===== src/rtl/fifo_ctrl_dualport.sv =====
// FIFO pointer/occupancy controller in front of a SyncRAMDualPort array (port A writes, port B FWFT read).
// Optional high-water mark and drop counter are built only when FIFO_CTRL_STATS_EN is defined.
module fifo_ctrl_dualport #(
  parameter int unsigned ADDR_WIDTH        = 4,
  parameter int unsigned DATA_WIDTH        = 32,
  parameter int unsigned ALMOST_FULL_LEVEL = (1 << ADDR_WIDTH) - 2
) (
  input  logic                  clk,
  input  logic                  rst_n,
  input  logic                  pushValid,
  input  logic [DATA_WIDTH-1:0] pushData,
  output logic                  pushReady,
  output logic                  popValid,
  output logic [DATA_WIDTH-1:0] popData,
  input  logic                  popReady,
  output logic [ADDR_WIDTH:0]   level,
  output logic                  full,
  output logic                  empty,
  output logic                  almostFull,
  output logic [ADDR_WIDTH-1:0] ramAddressA,
  output logic                  ramWriteA,
  output logic [DATA_WIDTH-1:0] ramWriteDataA,
  output logic [ADDR_WIDTH-1:0] ramAddressB,
  output logic                  ramWriteB,
  output logic [DATA_WIDTH-1:0] ramWriteDataB,
  input  logic [DATA_WIDTH-1:0] ramReadDataB,
  output logic [ADDR_WIDTH:0]   peakLevel,
  output logic [15:0]           dropCount
);

  localparam int unsigned PTR_W = ADDR_WIDTH + 1;

  logic [PTR_W-1:0] wrPtr;
  logic [PTR_W-1:0] rdPtr;
  logic [PTR_W-1:0] wrPtrNext;
  logic [PTR_W-1:0] rdPtrNext;
  logic             pushFire;
  logic             popFire;

  // Status flags depend only on registered pointers; the MSB is the wrap bit.
  assign empty      = (wrPtr == rdPtr);
  assign full       = (wrPtr[ADDR_WIDTH] != rdPtr[ADDR_WIDTH]) &&
                      (wrPtr[ADDR_WIDTH-1:0] == rdPtr[ADDR_WIDTH-1:0]);
  assign level      = wrPtr - rdPtr;
  assign almostFull = (level >= PTR_W'(ALMOST_FULL_LEVEL));

  // Gating with rst_n keeps the RAM write strobe quiet while reset is held.
  assign pushReady = !full && rst_n;
  assign popValid  = !empty;
  assign popData   = ramReadDataB;

  assign pushFire = pushValid && pushReady;
  assign popFire  = popValid && popReady;

  assign wrPtrNext = pushFire ? wrPtr + PTR_W'(1) : wrPtr;
  assign rdPtrNext = popFire  ? rdPtr + PTR_W'(1) : rdPtr;

  assign ramAddressA   = wrPtr[ADDR_WIDTH-1:0];
  assign ramWriteA     = pushFire;
  assign ramWriteDataA = pushData;
  assign ramAddressB   = rdPtr[ADDR_WIDTH-1:0];
  assign ramWriteB     = 1'b0;
  assign ramWriteDataB = '0;

  // Pointer registers.
  always_ff @(posedge clk or negedge rst_n) begin
    if (!rst_n) begin
      wrPtr <= '0;
      rdPtr <= '0;
    end else begin
      wrPtr <= wrPtrNext;
      rdPtr <= rdPtrNext;
    end
  end

`ifdef FIFO_CTRL_STATS_EN
  logic [PTR_W-1:0] levelNext;
  logic [PTR_W-1:0] peakReg;
  logic [15:0]      dropReg;

  // Track the post-edge level so the high-water mark moves with the pointers.
  assign levelNext = wrPtrNext - rdPtrNext;

  always_ff @(posedge clk or negedge rst_n) begin
    if (!rst_n) begin
      peakReg <= '0;
      dropReg <= '0;
    end else begin
      if (levelNext > peakReg) begin
        peakReg <= levelNext;
      end
      if (pushValid && !pushReady && (dropReg != 16'hFFFF)) begin
        dropReg <= dropReg + 16'd1;
      end
    end
  end

  assign peakLevel = peakReg;
  assign dropCount = dropReg;
`else
  assign peakLevel = '0;
  assign dropCount = '0;
`endif

endmodule


===== config.mk =====
export PLATFORM = sky130hd
export DESIGN_NAME = fifo_ctrl_dualport
export DESIGN_NICKNAME = d
export VERILOG_FILES = /design/src/rtl/fifo_ctrl_dualport.sv
export SDC_FILE = /design/constraint.sdc
export NUM_CORES = 1
export LEC_CHECK = 0
export ABC_AREA = 1
export CAP_MARGIN = 20
export CORE_UTILIZATION = 25
export CTS_CLUSTER_DIAMETER = 30
export CTS_CLUSTER_SIZE = 14
export DETAILED_ROUTE_END_ITERATION = 6
export PLACE_DENSITY = 0.8
export SETUP_SLACK_MARGIN = 0.15
export SKIP_CTS_REPAIR_TIMING = 1
export SYNTH_ARGS = -nofsm -noshare
export SYNTH_HDL_FRONTEND = slang
export SYNTH_SLANG_ARGS = --single-unit

===== constraint.sdc =====
create_clock -name clk -period 2 [get_ports clk]
set_clock_uncertainty 0.2 [all_clocks]
set_input_delay 0.4 -clock clk [delete_from_list [all_inputs] [get_ports clk]]
set_output_delay 0.4 -clock clk [all_outputs]
set_load 0.05 [all_outputs]

==> out/qor.yml, run 1 <==
grt.met1_usage: 0.0766
cell_types_occupying_the_most_area_after_synthesis: "buf_4 (53%), dfrtp_1 (14%), nand2_1 (8.9%)"
ant_nets: 0
reg2reg_depth: 8
viasPerCell: 3.68
worst_setup_hold_path_clk_slew_ns: 0.05
worst_hold_slack_ns: 0.328
pin_count_of_the_biggest_net_entering_global_routing: 16
cp_slowest_stage_delay_ns: 0.54
clock_latency_ns: 0.24
detail_route.iter0.violations: 63
netlist_area_um2: 1770
failing_checks: "setup timing"
pin_count: 205
cap_viol_max_count: 0
place_hpwl_mm: 2.57
final-instance-count-excl-fill: 310
die_height_um: 86.2
worstSetupStartpointType: "register"
finalMaxSlewViolations: 0
grt_setup_unrepaired: "yes"
avgRoutedWirePerCell_um: 10.4
finalNetCount: 290
critPathSlowestCell: "fa_2"
clock_net_sink_count: 10
grtUsageMet2: 0.138
mostFrequentLayoutCell: "conb_1"
power_per_cell_area_nw_per_um2: 2620
post-place-cells: 303
crit_buf_inv: 4
worst_hold_path.num_cells: 2
worst-endpoint-arrival_ns: 1.95
setup_viol: 10
yosys_warnings: 0
wire_length_of_the_first_global_routing_pass_mm: 4.88
vias: 1140
core_um2: 6830
grtUsageMet3: 0.0267
leakage_dissipation_nw: 0.936
peakVddDrop_v: 0.000829
n_antenna_cell: 0
tritoncts: "yes"
worstPathRequired_ns: 1.40
grt_antenna_before_repair: 0
clock_tree.htree_level_count: 1
synth.lib_cells_used.distinct: 20
cts_buffer_depth: 2
worstHoldPathType: "register to register"
post-synth-top-area-cell: "buf_4"
synthesis.area_per_instance_um2: 7.29
grt_pass1_vias: 1010
crit_path_start: "wrPtr[0]$_DFFE_PN0P_"
criticalPathCategory: "register to output pin"
reg2reg_slack_ns: 0.26
critical_path.endpoint_type: "output pin"
post_synth_inst_count: 243
final_wtd_congestion: 0.782
layout-drive-gt1-share: 0.360
initial_utilization: 0.259
most_used_cells_in_the_layout_excluding_fill_and_tap_cells: "conb_1 (54), nand2_1 (37), buf_4 (21)"
critPathTopFamily: "adder cells"
synth_top_area_share: 0.534
critical_register_to_register_path_startpoint: "wrPtr[2]$_DFFE_PN0P_"
drtPass1Iterations: 4
finalWirelength_mm: 3.23
route.detailed.drc: 0
critical_path_depth: 9
area_delta_synth_final_pct: 4.24
total_of_flip_flops_plus_latches_after_synthesis: 10
worst_path_most_repeated_cell: "inv_2"
layout_worst_path_cycle_share: 1.27
die-width_um: 86.2
root_buffer: "clkbuf_8"
buffer_ports.inserted: 22
dieArea_um2: 7430
cp_max_fo: 2
grt.overflow.total: 0
holdCritStartpoint: "wrPtr[4]$_DFFE_PN0P_"
outcome: "complete, but fails checks"
setup_tns_ns: -2.56
cts_buffer_count: 3
fmax_mhz: 392
final.setup.worst_slack_ns: -0.549
timing.critical_path.cells: "inv_2 > ha_4 > inv_2 > fa_2 > inv_2 > nor3_2 > nand3_1 > nand2_4 > buf_12"
timing.final.crit_period_ns: 2.55
grt_util_all_layers: 0.0869
register_area_share_after_synthesis: 0.141
rows: 30
globalRoute.busiestLayer: "met2"
final-hold-violation-count: 0
fillers: 745
-- state kept, by name (all words and copies together) (netlist names) --
register	cells
wrPtr	5
rdPtr	5
-- final cells by class --
| class | count | area (µm²) | area share |
|---|---|---|---|
| multi-input combinational | 140 | 830 | 0.449 |
| timing repair buffer | 41 | 505 | 0.274 |
| sequential | 10 | 251 | 0.136 |
| tap | 96 | 120 | 0.0650 |
| inverter | 19 | 85.1 | 0.0461 |
| clock buffer | 4 | 55.1 | 0.0298 |
-- metrics by stage --
stage | setup slack, ns | total power [mW] | area (µm²) | utilization
floorplan | -0.469 | 3.27 | 2050 | -
global placement | -0.257 | 4.18 | 1680 | 0.246
detailed placement | -0.291 | 4.27 | 1680 | 0.246
CTS | -0.561 | 4.53 | 1740 | 0.254
global route | -0.643 | 5.13 | 1850 | 0.270
finish | -0.549 | 4.85 | 1850 | 0.270
-- logic make-up (layout without fill, tap and decap cells) --
| kind of cell | after synthesis | in the layout | synth area share |
|---|---|---|---|
| xor gates and xnor gates | 1 | 1 | 0.00494 |
| and+or+nand+nor | 76 | 76 | 0.216 |
| adders and majority gates | 7 | 7 | 0.0537 |
| DFF | 10 | 10 | 0.141 |
| other | 1 | 54 | 0.00212 |
| AOI/OAI and AO/OA | 2 | 2 | 0.00565 |
| buffers and inverters | 146 | 64 | 0.576 |
-- power by group --
group	switching (mW)	total, mW	internal (mW)
clock network	0.0835	0.257	0.173
logic	2.43	4.22	1.78
registers	0.0859	0.376	0.290
total	2.60	4.85	2.25
-- layer usage --
metal,vias to the layer above,routed length (µm)
met5,-,0
met4,0,333
met3,37,311
met2,67,1600
met1,516,980
li1,520,-
-- cell usage after synthesis (all sizes together) --
| library cell | n |
|---|---|
| buf | 126 |
| nand2 | 47 |
| inv | 19 |
| nand3 | 13 |
| dfrtp | 10 |
| nand4 | 9 |
| ha | 6 |
| nor2 | 3 |
| a21oi | 2 |
| nand3b | 2 |
| and2 | 1 |
| clkbuf | 1 |
| conb | 1 |
| fa | 1 |
| nor3 | 1 |
| xor2 | 1 |
-- worst register-to-register path, delay by kind of cell, from the launching register on --
family | cells | cell delay, ns
DFF | 1 | 0.42
and+or+nand+nor | 5 | 0.38
adders and majority gates | 1 | 0.35
buffers and inverters | 2 | 0.27
-- final timing paths --
kind / to
setup reg to reg: rdPtr[1]$_DFFE_PN0P_
hold / removal: wrPtr[4]$_DFFE_PN0P_
hold reg to reg: wrPtr[4]$_DFFE_PN0P_
min in group asynchronous: rdPtr[4]$_DFFE_PN0P_
setup / recovery: almostFull
max in group asynchronous: wrPtr[1]$_DFFE_PN0P_
No activity file was read; power rests on OpenSTA's default activity.
==> run 2: changes to the inputs <==
--- a/config.mk
+++ b/config.mk
@@ -11,9 +11,11 @@
 export CTS_CLUSTER_DIAMETER = 30
 export CTS_CLUSTER_SIZE = 14
 export DETAILED_ROUTE_END_ITERATION = 6
+export MAX_ROUTING_LAYER = met4
 export PLACE_DENSITY = 0.8
 export SETUP_SLACK_MARGIN = 0.15
 export SKIP_CTS_REPAIR_TIMING = 1
 export SYNTH_ARGS = -nofsm -noshare
 export SYNTH_HDL_FRONTEND = slang
 export SYNTH_SLANG_ARGS = --single-unit
+export TNS_END_PERCENT = 30
==> run 2 against run 1 <==
Net effect: the flow still finishes with violations (setup timing); routed wire length fell by 5.5%; worst setup slack better by 0.066 ns; critical path type unchanged; final cell count up 0.65%; die area did not move; clock power decreased by 12%; register-to-register slack got worse by 0.05 ns; highest routed layer unchanged.
==> out/qor.yml, run 2 (synthesis gave the netlist of run 1 again) <==
outcome: "complete, but fails checks"
failing_checks: "setup timing"
power.net_switching_mw: 2.50
leakage_dissipation_nw: 0.953
layout-drive-gt1-share: 0.319
grt_antenna_before_repair: 0
sw_frac_of_total: 0.538
route.detailed.drc: 0
worst_setup_hold_path_clk_slew_ns: 0.05
worstSetupStartpointType: "register"
die_height_um: 86.2
mostFrequentLayoutCell: "conb_1"
met3RoutedLength_um: 308
drtPass1Iterations: 4
power.sequential.fraction: 0.080
grt_setup_unrepaired: "yes"
clock_power_share: 0.048
fin_area_um2: 1800
worst_slack_at_placement_ns: -0.298
power_per_cell_area_nw_per_um2: 2590
core_um2: 6830
final_wtd_congestion: 0.775
rows: 30
top_signal_layer_used: "met4"
wl_met1_um: 976
cts_buffer_depth: 2
tritoncts: "yes"
worst-endpoint-arrival_ns: 1.88
share_of_power_burned_in_combinational_logic: 0.872
cap_viol_max_count: 0
n_antenna_cell: 0
peakVddDrop_v: 0.000601
worstHoldPathType: "primary input to asynchronous set/reset pin"
grt.overflow.total: 0
ant_nets: 0
avgRoutedWirePerCell_um: 9.78
cp_max_fo: 2
clock_net_sink_count: 10
die-width_um: 86.2
final-hold-violation-count: 0
finalMaxSlewViolations: 0
dieArea_um2: 7430
cell_int_power_mw: 2.15
clock_tree.htree_level_count: 1
most_used_cells_in_the_layout_excluding_fill_and_tap_cells: "conb_1 (54), nand2_1 (39), buf_4 (24)"
root_buffer: "clkbuf_8"
viasPerCell: 3.62
area_delta_synth_final_pct: 1.48
grt_util_all_layers: 0.0834
fmax_mhz: 403
largest_registers: "rdPtr (5), wrPtr (5)"
pin_count: 205
vias: 1130
pin_count_of_the_biggest_net_entering_global_routing: 11
finalWirelength_mm: 3.05
grt_pass1_vias: 1034
timing.final.crit_period_ns: 2.48
initial_utilization: 0.259
placed_area_um2: 1690
final.setup.worst_slack_ns: -0.483
cts_buffer_count: 3
layout_worst_path_cycle_share: 1.24
wire_length_of_the_first_global_routing_pass_mm: 4.63
criticalPathCategory: "register to output pin"
detail_route.iter0.violations: 38
finalNetCount: 292
critical_path.endpoint_type: "output pin"
buffer_ports.inserted: 22
place_hpwl_mm: 2.45
detailroute.wirelength.met2_mm: 1.59
clock_latency_ns: 0.24
setup_viol: 10
worstPathRequired_ns: 1.40
fin_total_pwr_mw: 4.65
## run 2: layout make-up
class	instances	area [µm²]
sequential	10	251
clock buffer	4	45.0
inverter	19	77.6
multi-input combinational	140	782
fill	733	5030
timing repair buffer	43	522
tap	96	120
## run 2: path summary, 6_finish.rpt
check / cells past startpoint / slack (ns) / from / endpoint
setup / recovery: 9 / -0.48 / wrPtr[0]$_DFFE_PN0P_ / almostFull
hold / removal: 2 / 0.27 / rst_n / wrPtr[4]$_DFFE_PN0P_
setup reg to reg: 9 / 0.21 / wrPtr[1]$_DFFE_PN0P_ / rdPtr[2]$_DFFE_PN0P_
hold reg to reg: 2 / 0.34 / rdPtr[4]$_DFFE_PN0P_ / rdPtr[4]$_DFFE_PN0P_
max in group asynchronous: 3 / 1.01 / rst_n / wrPtr[1]$_DFFE_PN0P_
min in group clk: 2 / 0.34 / rdPtr[4]$_DFFE_PN0P_ / rdPtr[4]$_DFFE_PN0P_
## run 2: critical path: stages (launching register included)
cell and delay [ns]:
dfrtp_1 0.38, inv_2 0.08, ha_4 0.12, inv_2 0.04
fa_2 0.52, inv_1 0.05, nor3_2 0.09, nand3_1 0.13
nand2_4 0.09, buf_12 0.13
## run 2: layer usage
metal,GRT usage,up-vias
li1,-,519
met3,0.0295,20
met1,0.0708,519
met5,-,-
met4,0.0803,0
met2,0.141,72
## run 2: power groups by stage
stage / combinational, mW / sequential [mW] / clock, mW
2_1_floorplan: 2.79 / 0.404 / 0
3_3_place_gp: 3.76 / 0.362 / 0
3_5_place_dp: 3.85 / 0.369 / 0
4_1_cts: 3.85 / 0.366 / 0.231
5_1_grt: 4.32 / 0.382 / 0.237
6_report: 4.06 / 0.371 / 0.226
## run 2: through the flow
step                hold WS [ns]  utilization  std cells  TNS, ns
finish                     0.269        0.263        312    -2.72
global route               0.277        0.263        312    -3.56
CTS                        0.265        0.254        308    -2.99
detailed placement         0.329        0.247        304   -0.559
global placement           0.312        0.247        304   -0.441
floorplan                -0.0956            -        296    -1.23
